==> config.mk <==
export PLATFORM = sky130hd
export DESIGN_NAME = rpn_key_entry_flat
export DESIGN_NICKNAME = d
export VERILOG_FILES = /design/src/rtl/rpn_pkg.sv /design/src/rtl/rpn_key_entry_if.sv /design/src/rtl/key_debounce.sv /design/src/rtl/rpn_key_entry.sv /design/src/flat_wrapper.sv
export SDC_FILE = /design/constraint.sdc
export NUM_CORES = 1
export LEC_CHECK = 0
export BUFFER_PORTS_ARGS = -buffer_cell sky130_fd_sc_hd__buf_2
export CORE_MARGIN = 5
export CORE_UTILIZATION = 55
export DETAILED_ROUTE_END_ITERATION = 12
export MAX_ROUTING_LAYER = met4
export PLACE_DENSITY = 0.81
export SLEW_MARGIN = 15
export SYNTH_ARGS = -nofsm -noshare
export SYNTH_HDL_FRONTEND = slang
export SYNTH_HIERARCHICAL = 1
export SYNTH_SLANG_ARGS = --single-unit
==> constraint.sdc <==
create_clock -name clk -period 3.95 [get_ports clk]
set_input_delay 0.395 -clock clk [delete_from_list [all_inputs] [get_ports clk]]
set_output_delay 0.395 -clock clk [all_outputs]
set_load 0.01 [all_outputs]
==> src/rtl/rpn_pkg.sv <==
// Shared definitions for the RPN key-entry front end.
// Holds the key codes, the operator encodings, the FSM state types and the
// key-code to operator mapping.
package rpn_pkg;

   localparam logic [3:0] KEY_ENTER = 4'd10;
   localparam logic [3:0] KEY_MUL   = 4'd11;
   localparam logic [3:0] KEY_ADD   = 4'd12;
   localparam logic [3:0] KEY_SUB   = 4'd13;
   localparam logic [3:0] KEY_POP   = 4'd14;
   localparam logic [3:0] KEY_CLEAR = 4'd15;

   localparam logic [1:0] OP_MUL = 2'd0;
   localparam logic [1:0] OP_ADD = 2'd1;
   localparam logic [1:0] OP_SUB = 2'd2;

   typedef enum logic {ST_IDLE, ST_ISSUE_OP} cmd_state_t;
   typedef enum logic {DB_WAIT_PRESS, DB_WAIT_RELEASE} db_state_t;

   function automatic logic [1:0] key_to_op(input logic [3:0] code);
      case (code)
         KEY_ADD: key_to_op = OP_ADD;
         KEY_SUB: key_to_op = OP_SUB;
         default: key_to_op = OP_MUL;
      endcase
   endfunction

endpackage

==> src/rtl/rpn_key_entry_if.sv <==
// Control bundle from the key-entry front end to the RPN stack stage.
//   in[7:0]       operand, valid with get_input, held afterwards
//   operator[1:0] operation, valid with get_operator, held afterwards
//   get_input     one-cycle push pulse
//   get_operator  one-cycle operate pulse
//   pop           one-cycle pop pulse
//   delete        one-cycle clear-stack pulse
// master: key-entry side (drives), slave: stack side (receives).
interface rpn_key_entry_if;
   logic [7:0] in;
   logic [1:0] operator;
   logic       get_input;
   logic       get_operator;
   logic       pop;
   logic       delete;

   modport master (output in, output operator, output get_input,
                   output get_operator, output pop, output delete);
   modport slave  (input in, input operator, input get_input,
                   input get_operator, input pop, input delete);
endinterface

==> src/rtl/key_debounce.sv <==
// Synchronises the raw key_valid level and debounces press and release.
// A press is accepted after DB_CYCLES consecutive synced 1 samples; the next
// press is armed only after DB_CYCLES consecutive synced 0 samples.
// Ports: clk, rst_n, key_valid (raw level), accept (one-cycle strobe).
module key_debounce
   import rpn_pkg::*;
#(
   parameter int DB_CYCLES = 16,
   parameter int DB_W      = $clog2(DB_CYCLES + 1)
) (
   input  logic clk,
   input  logic rst_n,
   input  logic key_valid,
   output logic accept
);

   logic [1:0]      sync_q;
   logic [DB_W-1:0] cnt;
   db_state_t       state;
   logic            level_ok;

   // The level being qualified depends on which edge we are waiting for.
   assign level_ok = (state == DB_WAIT_RELEASE) ? ~sync_q[1] : sync_q[1];

   always_ff @(posedge clk or negedge rst_n) begin
      if (!rst_n) begin
         sync_q <= 2'b00;
         cnt    <= '0;
         state  <= DB_WAIT_PRESS;
         accept <= 1'b0;
      end else begin
         sync_q <= {sync_q[0], key_valid};
         accept <= 1'b0;
         if (!level_ok) begin
            cnt <= '0;
         end else if (cnt == DB_W'(DB_CYCLES - 1)) begin
            cnt <= '0;
            if (state == DB_WAIT_PRESS) begin
               state  <= DB_WAIT_RELEASE;
               accept <= 1'b1;
            end else begin
               state <= DB_WAIT_PRESS;
            end
         end else begin
            cnt <= cnt + 1'b1;
         end
      end
   end

endmodule

==> src/rtl/rpn_key_entry.sv <==
// RPN keypad front end: debounces key presses, accumulates decimal digits
// into an 8-bit operand and issues one stack command per accepted key.
// Ports: clk, rst_n, key_valid/key_code (raw keypad), stk (master side of
// rpn_key_entry_if), entry_val/entry_active/entry_ovf (display status).
// Build option: RPN_BACKSPACE_EN turns POP on an active entry into backspace.
//
// state       | meaning
// ST_IDLE     | waiting for an accepted key
// ST_ISSUE_OP | implicit push just issued, operate pulse follows
module rpn_key_entry
   import rpn_pkg::*;
#(
   parameter int DB_CYCLES = 16,
   parameter int DB_W      = $clog2(DB_CYCLES + 1)
) (
   input  logic             clk,
   input  logic             rst_n,
   input  logic             key_valid,
   input  logic [3:0]       key_code,
   rpn_key_entry_if.master  stk,
   output logic [7:0]       entry_val,
   output logic             entry_active,
   output logic             entry_ovf
);

   logic accept;

   key_debounce #(.DB_CYCLES(DB_CYCLES), .DB_W(DB_W)) u_debounce (
      .clk       (clk),
      .rst_n     (rst_n),
      .key_valid (key_valid),
      .accept    (accept)
   );

   cmd_state_t state, state_nxt;
   logic [7:0]  in_nxt, val_nxt;
   logic [1:0]  op_nxt;
   logic        gi_nxt, go_nxt, pop_nxt, del_nxt, act_nxt, ovf_nxt;
   logic [11:0] prod;
`ifdef RPN_BACKSPACE_EN
   logic [7:0]  quo;
   assign quo = entry_val / 8'd10;
`endif

   // Widened so the overflow test sees the untruncated value.
   assign prod = {4'b0000, entry_val} * 12'd10 + {8'h00, key_code};

   always_comb begin
      state_nxt = state;
      in_nxt    = stk.in;
      op_nxt    = stk.operator;
      val_nxt   = entry_val;
      act_nxt   = entry_active;
      ovf_nxt   = entry_ovf;
      gi_nxt    = 1'b0;
      go_nxt    = 1'b0;
      pop_nxt   = 1'b0;
      del_nxt   = 1'b0;
      case (state)
         ST_ISSUE_OP: begin
            go_nxt    = 1'b1;
            state_nxt = ST_IDLE;
         end
         default: begin
            if (accept) begin
               if (key_code < KEY_ENTER) begin
                  if (prod <= 12'd255) begin
                     val_nxt = prod[7:0];
                     act_nxt = 1'b1;
                  end else begin
                     ovf_nxt = 1'b1;
                  end
               end else if (key_code == KEY_ENTER || key_code == KEY_MUL ||
                            key_code == KEY_ADD   || key_code == KEY_SUB) begin
                  if (key_code != KEY_ENTER) op_nxt = key_to_op(key_code);
                  if (entry_active) begin
                     in_nxt  = entry_val;
                     gi_nxt  = 1'b1;
                     val_nxt = 8'h00;
                     act_nxt = 1'b0;
                     ovf_nxt = 1'b0;
                     if (key_code != KEY_ENTER) state_nxt = ST_ISSUE_OP;
                  end else if (key_code != KEY_ENTER) begin
                     go_nxt = 1'b1;
                  end
               end else if (key_code == KEY_POP) begin
`ifdef RPN_BACKSPACE_EN
                  if (entry_active) begin
                     val_nxt = quo;
                     ovf_nxt = 1'b0;
                     act_nxt = (quo != 8'h00) || (entry_val >= 8'd10);
                  end else begin
                     pop_nxt = 1'b1;
                  end
`else
                  pop_nxt = 1'b1;
`endif
               end else begin
                  del_nxt = 1'b1;
                  val_nxt = 8'h00;
                  act_nxt = 1'b0;
                  ovf_nxt = 1'b0;
               end
            end
         end
      endcase
   end

   always_ff @(posedge clk or negedge rst_n) begin
      if (!rst_n) begin
         state            <= ST_IDLE;
         stk.in           <= 8'h00;
         stk.operator     <= 2'b00;
         stk.get_input    <= 1'b0;
         stk.get_operator <= 1'b0;
         stk.pop          <= 1'b0;
         stk.delete       <= 1'b0;
         entry_val        <= 8'h00;
         entry_active     <= 1'b0;
         entry_ovf        <= 1'b0;
      end else begin
         state            <= state_nxt;
         stk.in           <= in_nxt;
         stk.operator     <= op_nxt;
         stk.get_input    <= gi_nxt;
         stk.get_operator <= go_nxt;
         stk.pop          <= pop_nxt;
         stk.delete       <= del_nxt;
         entry_val        <= val_nxt;
         entry_active     <= act_nxt;
         entry_ovf        <= ovf_nxt;
      end
   end

endmodule

==> src/flat_wrapper.sv <==
// flat-port wrapper written by rule: the top's interface ports become plain ports
module rpn_key_entry_flat import rpn_pkg::*;
#(
   parameter int DB_CYCLES = 16,
   parameter int DB_W      = $clog2(DB_CYCLES + 1)
)
  (clk, rst_n, key_valid, key_code, entry_val, entry_active, entry_ovf, stk_in, stk_operator, stk_get_input, stk_get_operator, stk_pop, stk_delete);
  rpn_key_entry_if stk_i ();
  input  logic clk;
  input  logic rst_n;
  input  logic key_valid;
  input  logic [3:0] key_code;
  output logic [7:0] entry_val;
  output logic entry_active;
  output logic entry_ovf;
  output wire logic [$bits(stk_i.in)-1:0] stk_in;
  output wire logic [$bits(stk_i.operator)-1:0] stk_operator;
  output wire logic [$bits(stk_i.get_input)-1:0] stk_get_input;
  output wire logic [$bits(stk_i.get_operator)-1:0] stk_get_operator;
  output wire logic [$bits(stk_i.pop)-1:0] stk_pop;
  output wire logic [$bits(stk_i.delete)-1:0] stk_delete;
  assign stk_in = stk_i.in;
  assign stk_operator = stk_i.operator;
  assign stk_get_input = stk_i.get_input;
  assign stk_get_operator = stk_i.get_operator;
  assign stk_pop = stk_i.pop;
  assign stk_delete = stk_i.delete;
  rpn_key_entry #(.DB_CYCLES(DB_CYCLES), .DB_W(DB_W)) u_core (.clk(clk), .rst_n(rst_n), .key_valid(key_valid), .key_code(key_code), .stk(stk_i), .entry_val(entry_val), .entry_active(entry_active), .entry_ovf(entry_ovf));
endmodule
# Word-level counts from Yosys, hierarchy flattened
# Index checks and enable logic that the tools add are counted.
# word_totals
elab_cells	88
regBits	34
# op_classes
reduce_logical	9
bitwise	3
mul	1
magnitude_cmp	2
addsub	2
n_eq_ne	11
muxes	46
# ops
op	n
8-bit 2-to-1 mux	5
1-bit 2-to-1 mux	38
4-bit equality test, second input constant	5
5-bit AND reduction	4
12-bit by 4-bit adder with 12-bit output	1
12-bit by 8-bit <= comparator with 1-bit output, second input constant	1
8-bit by 3-bit multiplier with 11-bit output, second input constant	1
5-bit 2-to-1 mux	2
3-bit by 1-bit != test with 1-bit output, second input constant	2
5-bit by 1-bit adder with 5-bit output, second input constant	1
5-bit by 4-bit equality test with 1-bit output, second input constant	1
4-bit less-than comparator, second input constant	1
2-bit != test, second input constant	2
4-bit != test, second input constant	1
2-bit one-hot mux with 2 select lines	1
4-bit AND reduction	1
1-bit logical OR	3
1-bit inverter	3
2-bit AND reduction	1

# Logic depth before layout (Yosys ltp)
# depth
word_depth	8
depth_mapped	12
ltp_nobuf	11

# By module
# Netlist, hierarchy kept.
# modules_own_cells
mod	seq_area_each_um2	area_per_inst_um2	instances	cells_each
rpn_key_entry	625.6	1501.4	1	155
key_debounce	225.2	350.3	1	25

# Worst setup path after synthesis
# OpenSTA, ideal clock, no wires.
# synth_timing
kind	reg2reg
from	register u_core.entry_val[1]
to	register u_core.entry_val[0]
required_ns	3.829
setup_time_ns	0.121
path_slack_ns	1.165
t_arrival_ns	2.664
path_stages_with_launch	11
synth_period_minus_slack_ns	2.785
path_cell_list	dfrtp_1 -> ha_1 -> ha_1 -> inv_1 -> fa_1 -> nand3b_1 -> nor4_2 -> o211ai_1 -> a211oi_2 -> a21boi_1 -> a22o_1
# synth_between
elab_chain_cells	5
# synth_rtl
item	line	source
start: declaration	rpn_key_entry.sv:21	output logic [7:0] entry_val,
start signal: assignment	rpn_key_entry.sv:129	entry_val <= val_nxt;
8-bit by 3-bit multiplier with 11-bit output	rpn_key_entry.sv:46	assign prod = {4'b0000, entry_val} * 12'd10 + {8'h00, key_code};
12-bit by 4-bit adder with 12-bit output	rpn_key_entry.sv:46	
12-bit by 8-bit <= comparator with 1-bit output	rpn_key_entry.sv:67	if (prod <= 12'd255) begin
2-bit != test (no source line)	-	
5-bit AND reduction (no source line)	-	
# No other way between the ends.
# A chain may end at the register's enable or synchronous reset.

# Worst setup path in the final report
# layout_timing
from	register u_core.entry_val[1]
to	register u_core.entry_val[5]
# layout_between
elab_chain_cells	5
# layout_rtl
item	line
8-bit by 3-bit multiplier with 11-bit output *	rpn_key_entry.sv:46
12-bit by 4-bit adder with 12-bit output *	rpn_key_entry.sv:46
12-bit by 8-bit <= comparator with 1-bit output	rpn_key_entry.sv:67
2-bit != test (no source line)	-
5-bit AND reduction (no source line)	-
# Every way passes the cells marked *; elsewhere a longest branch is shown, timed or not. The select of a mux whose other input is x is not followed.

==> summary.md <==
| Metric | Value |
|---|---|
| Layout cells sized above 1 | `0.224` |
| NumNets Final | `between 200 and 250` |
| Most used cell along the critical path | `ha_1` |
| Critical path class | `reg2reg` |
| Reg clk slew, reported paths | `0.10 ns` |
| WL per Instance | `13.4 um` |
| Post_cts resized | `0` |
| Crit path capture type | `flip-flop` |
| HPWL after DPL | `about 2.7 mm` |
| H-tree depth | `2` |
| Crit-path cells | `ha_1, ha_1, inv_1, fa_1, xnor2_1, nand3b_1, nor4_2, o211ai_1, a211oi_2, and3_1, a22o_1` |
| Final setup vio count | `0` |
| Switch Pwr | `between 0.1 and 0.15 mW` |
| Setup bufs post-CTS | `0` |
| Synthesis-to-layout area growth | `13.4%` |
| Synth cell types | `43` |
| PortBufs | `30` |
| Synthesized area | `1850 um2` |
| Gr ovfl total | `0` |
| Detailed Route WL | `3.48 mm` |
| Buf/Inv on CP | `1` |
| Crit path arrival time | `approximately 3.4 ns` |
| Asr flop ratio synth | `1.00` |
| CTS tree | `yes` |
| Final Cell Area | `2100 um2` |
| Hold/Removal Path Class | `in2async` |
| Status | `completed` |
| Die area | `4630 um2` |
| Max-slew headroom | `0.529` |
| Int Power | `0.446 mW` |
| Vias per cell | `5.25` |
| CTS sink count | `34` |
| First-pass GRT wire length | `6.21 mm` |
| Initial antenna violation count | `0` |
| Max Clk Rate | `319 MHz` |
| Io pins | `31` |
| Switching Fraction | `0.236` |
| Ant diodes | `0` |
| Seq/Total Area, Yosys | `0.459` |
| Starting DRT DRC Count | `100` |
| Total CTS buffers | `5` |
| Worst path max stage delay | `0.48 ns` |
| Cts hold-fix bufs | `0` |
| Slew @ Worst Pin | `0.707 ns` |
| Worst Hold Slack | `0.0997 ns` |
| Drt pass-1 iters | `4` |
| Syn_nets | `205` |
| Final Max Slew Viols | `0` |
| Synth Register Bits | `34` |
| DR DRC count | `0` |
| Clock skew | `0.00523 ns` |
| Core area | `3310 um2` |
| Die Y | `68.0 um` |
| CP max FO | `8` |
| Part of the power in the clock network | `0.345` |
| Most common cell after layout, fill and taps aside | `dfrtp_1` |
| Root buf cell | `clkbuf_4` |
| Fin crit period | `roughly 3.1 ns` |
| YS warnings | `6` |
| CP delay by family, top | `adder cells` |
| Period utilization | `0.793` |
| Critical path's slowest cell | `dfrtp_1` |
| Skew-Pair Late Insertion Delay | `0.33 ns` |
| Logic gate share of total power | `0.048` |
| Commonest non-fill, non-tap cells in the layout | `34 x dfrtp_1, 30 x buf_2, 28 x nand2_1` |
| Reg power frac | `0.607` |
| Placed cell areas | `2040 um2` |
| Max rail drop VDD | `~0.00016 V` |
| Layout fillers | `298` |
| Setup TNS | `0 ns` |
| CTS max path bufs | `2` |
| Num rows | `21` |
| Total track usage | `0.185` |
| Synth Area per Inst | `about 10 um2` |
| Initial Utilization | `0.559` |
| Gpl congestion | `0.817` |
| Crit start category | `flip-flop` |
| Final-report hold violation count | `0` |
| Maxcap violations | `0` |
| EDFF count, synth | `0` |
| Routed vias | `roughly 1400` |
| RSZ-0062 raised after global routing | `false` |
| Die Wd | `68.0 um` |
| Number of routed nets with antenna violations | `0` |
| Fin util | `0.635` |
| Worst endpoint required time | `roughly 4.2 ns` |
| P_leak | `1.16 nW` |
| Syn Inst Count | `180` |
| Pwr/cell area | `278 nW/um2` |
| Top FF cell, synth | `dfrtp_1` |
| Vias in the first global route | `roughly 1400` |
| Largest net degree at the start of global routing | `35` |
synthesized netlist by cell type (2+ instances only):
cell,n,share of area
dfrtp_1,34,0.46
nand2_1,28,0.057
ha_1,16,0.11
nor2_1,14,0.028
a21oi_1,8,0.022
a22o_1,8,0.038
xor2_1,8,0.038
nand3_1,7,0.019
inv_1,6,0.012
nor2b_1,5,0.017
xnor2_1,4,0.019
nand2b_1,3,0.010
o21ai_0,3,0.0081
a21o_1,2,0.0081
a31oi_1,2,0.0068
and3_1,2,0.0068
buf_4,2,0.0081
clkbuf_1,2,0.0041
fa_1,2,0.022
sequential cells by signal (all words and copies together) (netlist names):
register                  cells
u_core/u_debounce/state       1
u_core/u_debounce/sync_q      2
u_core/stk.operator           2
u_core/entry_val              8
u_core/stk.pop                1
u_core/stk.get_input          1
u_core/stk.in                 8
u_core/u_debounce/cnt         5
u_core/u_debounce/accept      1
u_core/stk.delete             1
u_core/state                  1
u_core/entry_ovf              1
u_core/stk.get_operator       1
u_core/entry_active           1
power by group through the flow:
stage | Clock, mW | Combinational, mW | Sequential (mW)
after floorplan | 0 | 0.0156 | 0.360
after global placement | 0 | 0.0281 | 0.361
after detailed placement | 0 | 0.0287 | 0.361
after CTS | 0.208 | 0.0288 | 0.354
after global routing | 0.224 | 0.0333 | 0.355
final | 0.201 | 0.0281 | 0.354
cells by family after synthesis:
| family | count (synthesis) | synth area share |
|---|---|---|
| buf+inv | 11 | 0.0263 |
| mux | 1 | 0.00608 |
| xor+xnor | 12 | 0.0568 |
| compound gates | 32 | 0.124 |
| fa+ha+maj | 19 | 0.135 |
| simple gates | 71 | 0.193 |
| flops | 34 | 0.459 |
final timing paths:
kind	cells past startpoint	startpoint	endpoint	slack, ns
worst min register to register	0	u_core/u_debounce/sync_q[0]	u_core/u_debounce/sync_q[1]	0.37
worst max-delay path	11	u_core/entry_val[1]	u_core/entry_val[5]	0.82
worst max register to register	11	u_core/entry_val[1]	u_core/entry_val[5]	0.82
min in group clk	1	key_valid	u_core/u_debounce/sync_q[0]	0.18
worst min-delay path	1	rst_n	u_core/u_debounce/sync_q[0]	0.1
max in group asynchronous	1	rst_n	u_core/entry_val[5]	3.40
through the flow:
| stage | worst slack, ns | power (mW) | cells |
|---|---|---|---|
| final | 0.818 | 0.584 | 260 |
| after floorplan | 1.17 | 0.376 | 180 |
| after global placement | 0.976 | 0.389 | 252 |
| after detailed placement | 0.819 | 0.390 | 252 |
| after global routing | 0.527 | 0.612 | 260 |
| after CTS | 0.799 | 0.591 | 260 |
final cells by class:
class | instances | area, um2 | share of cell area
timing repair buffer | 30 | 150 | 0.0715
clock inverter | 2 | 12.5 | 0.00596
multi-input combinational | 135 | 952 | 0.453
tap | 46 | 57.6 | 0.0274
inverter | 7 | 26.3 | 0.0125
clock buffer | 6 | 51.3 | 0.0244
sequential | 34 | 851 | 0.405
routing by layer:
metal / track usage / routed length, um
met2: 0.262 / 1570
met4: 0.0893 / 44
met1: 0.249 / 1720
met3: 0.0411 / 148
met5: - / 0
No activity file was read; power rests on OpenSTA's default activity.
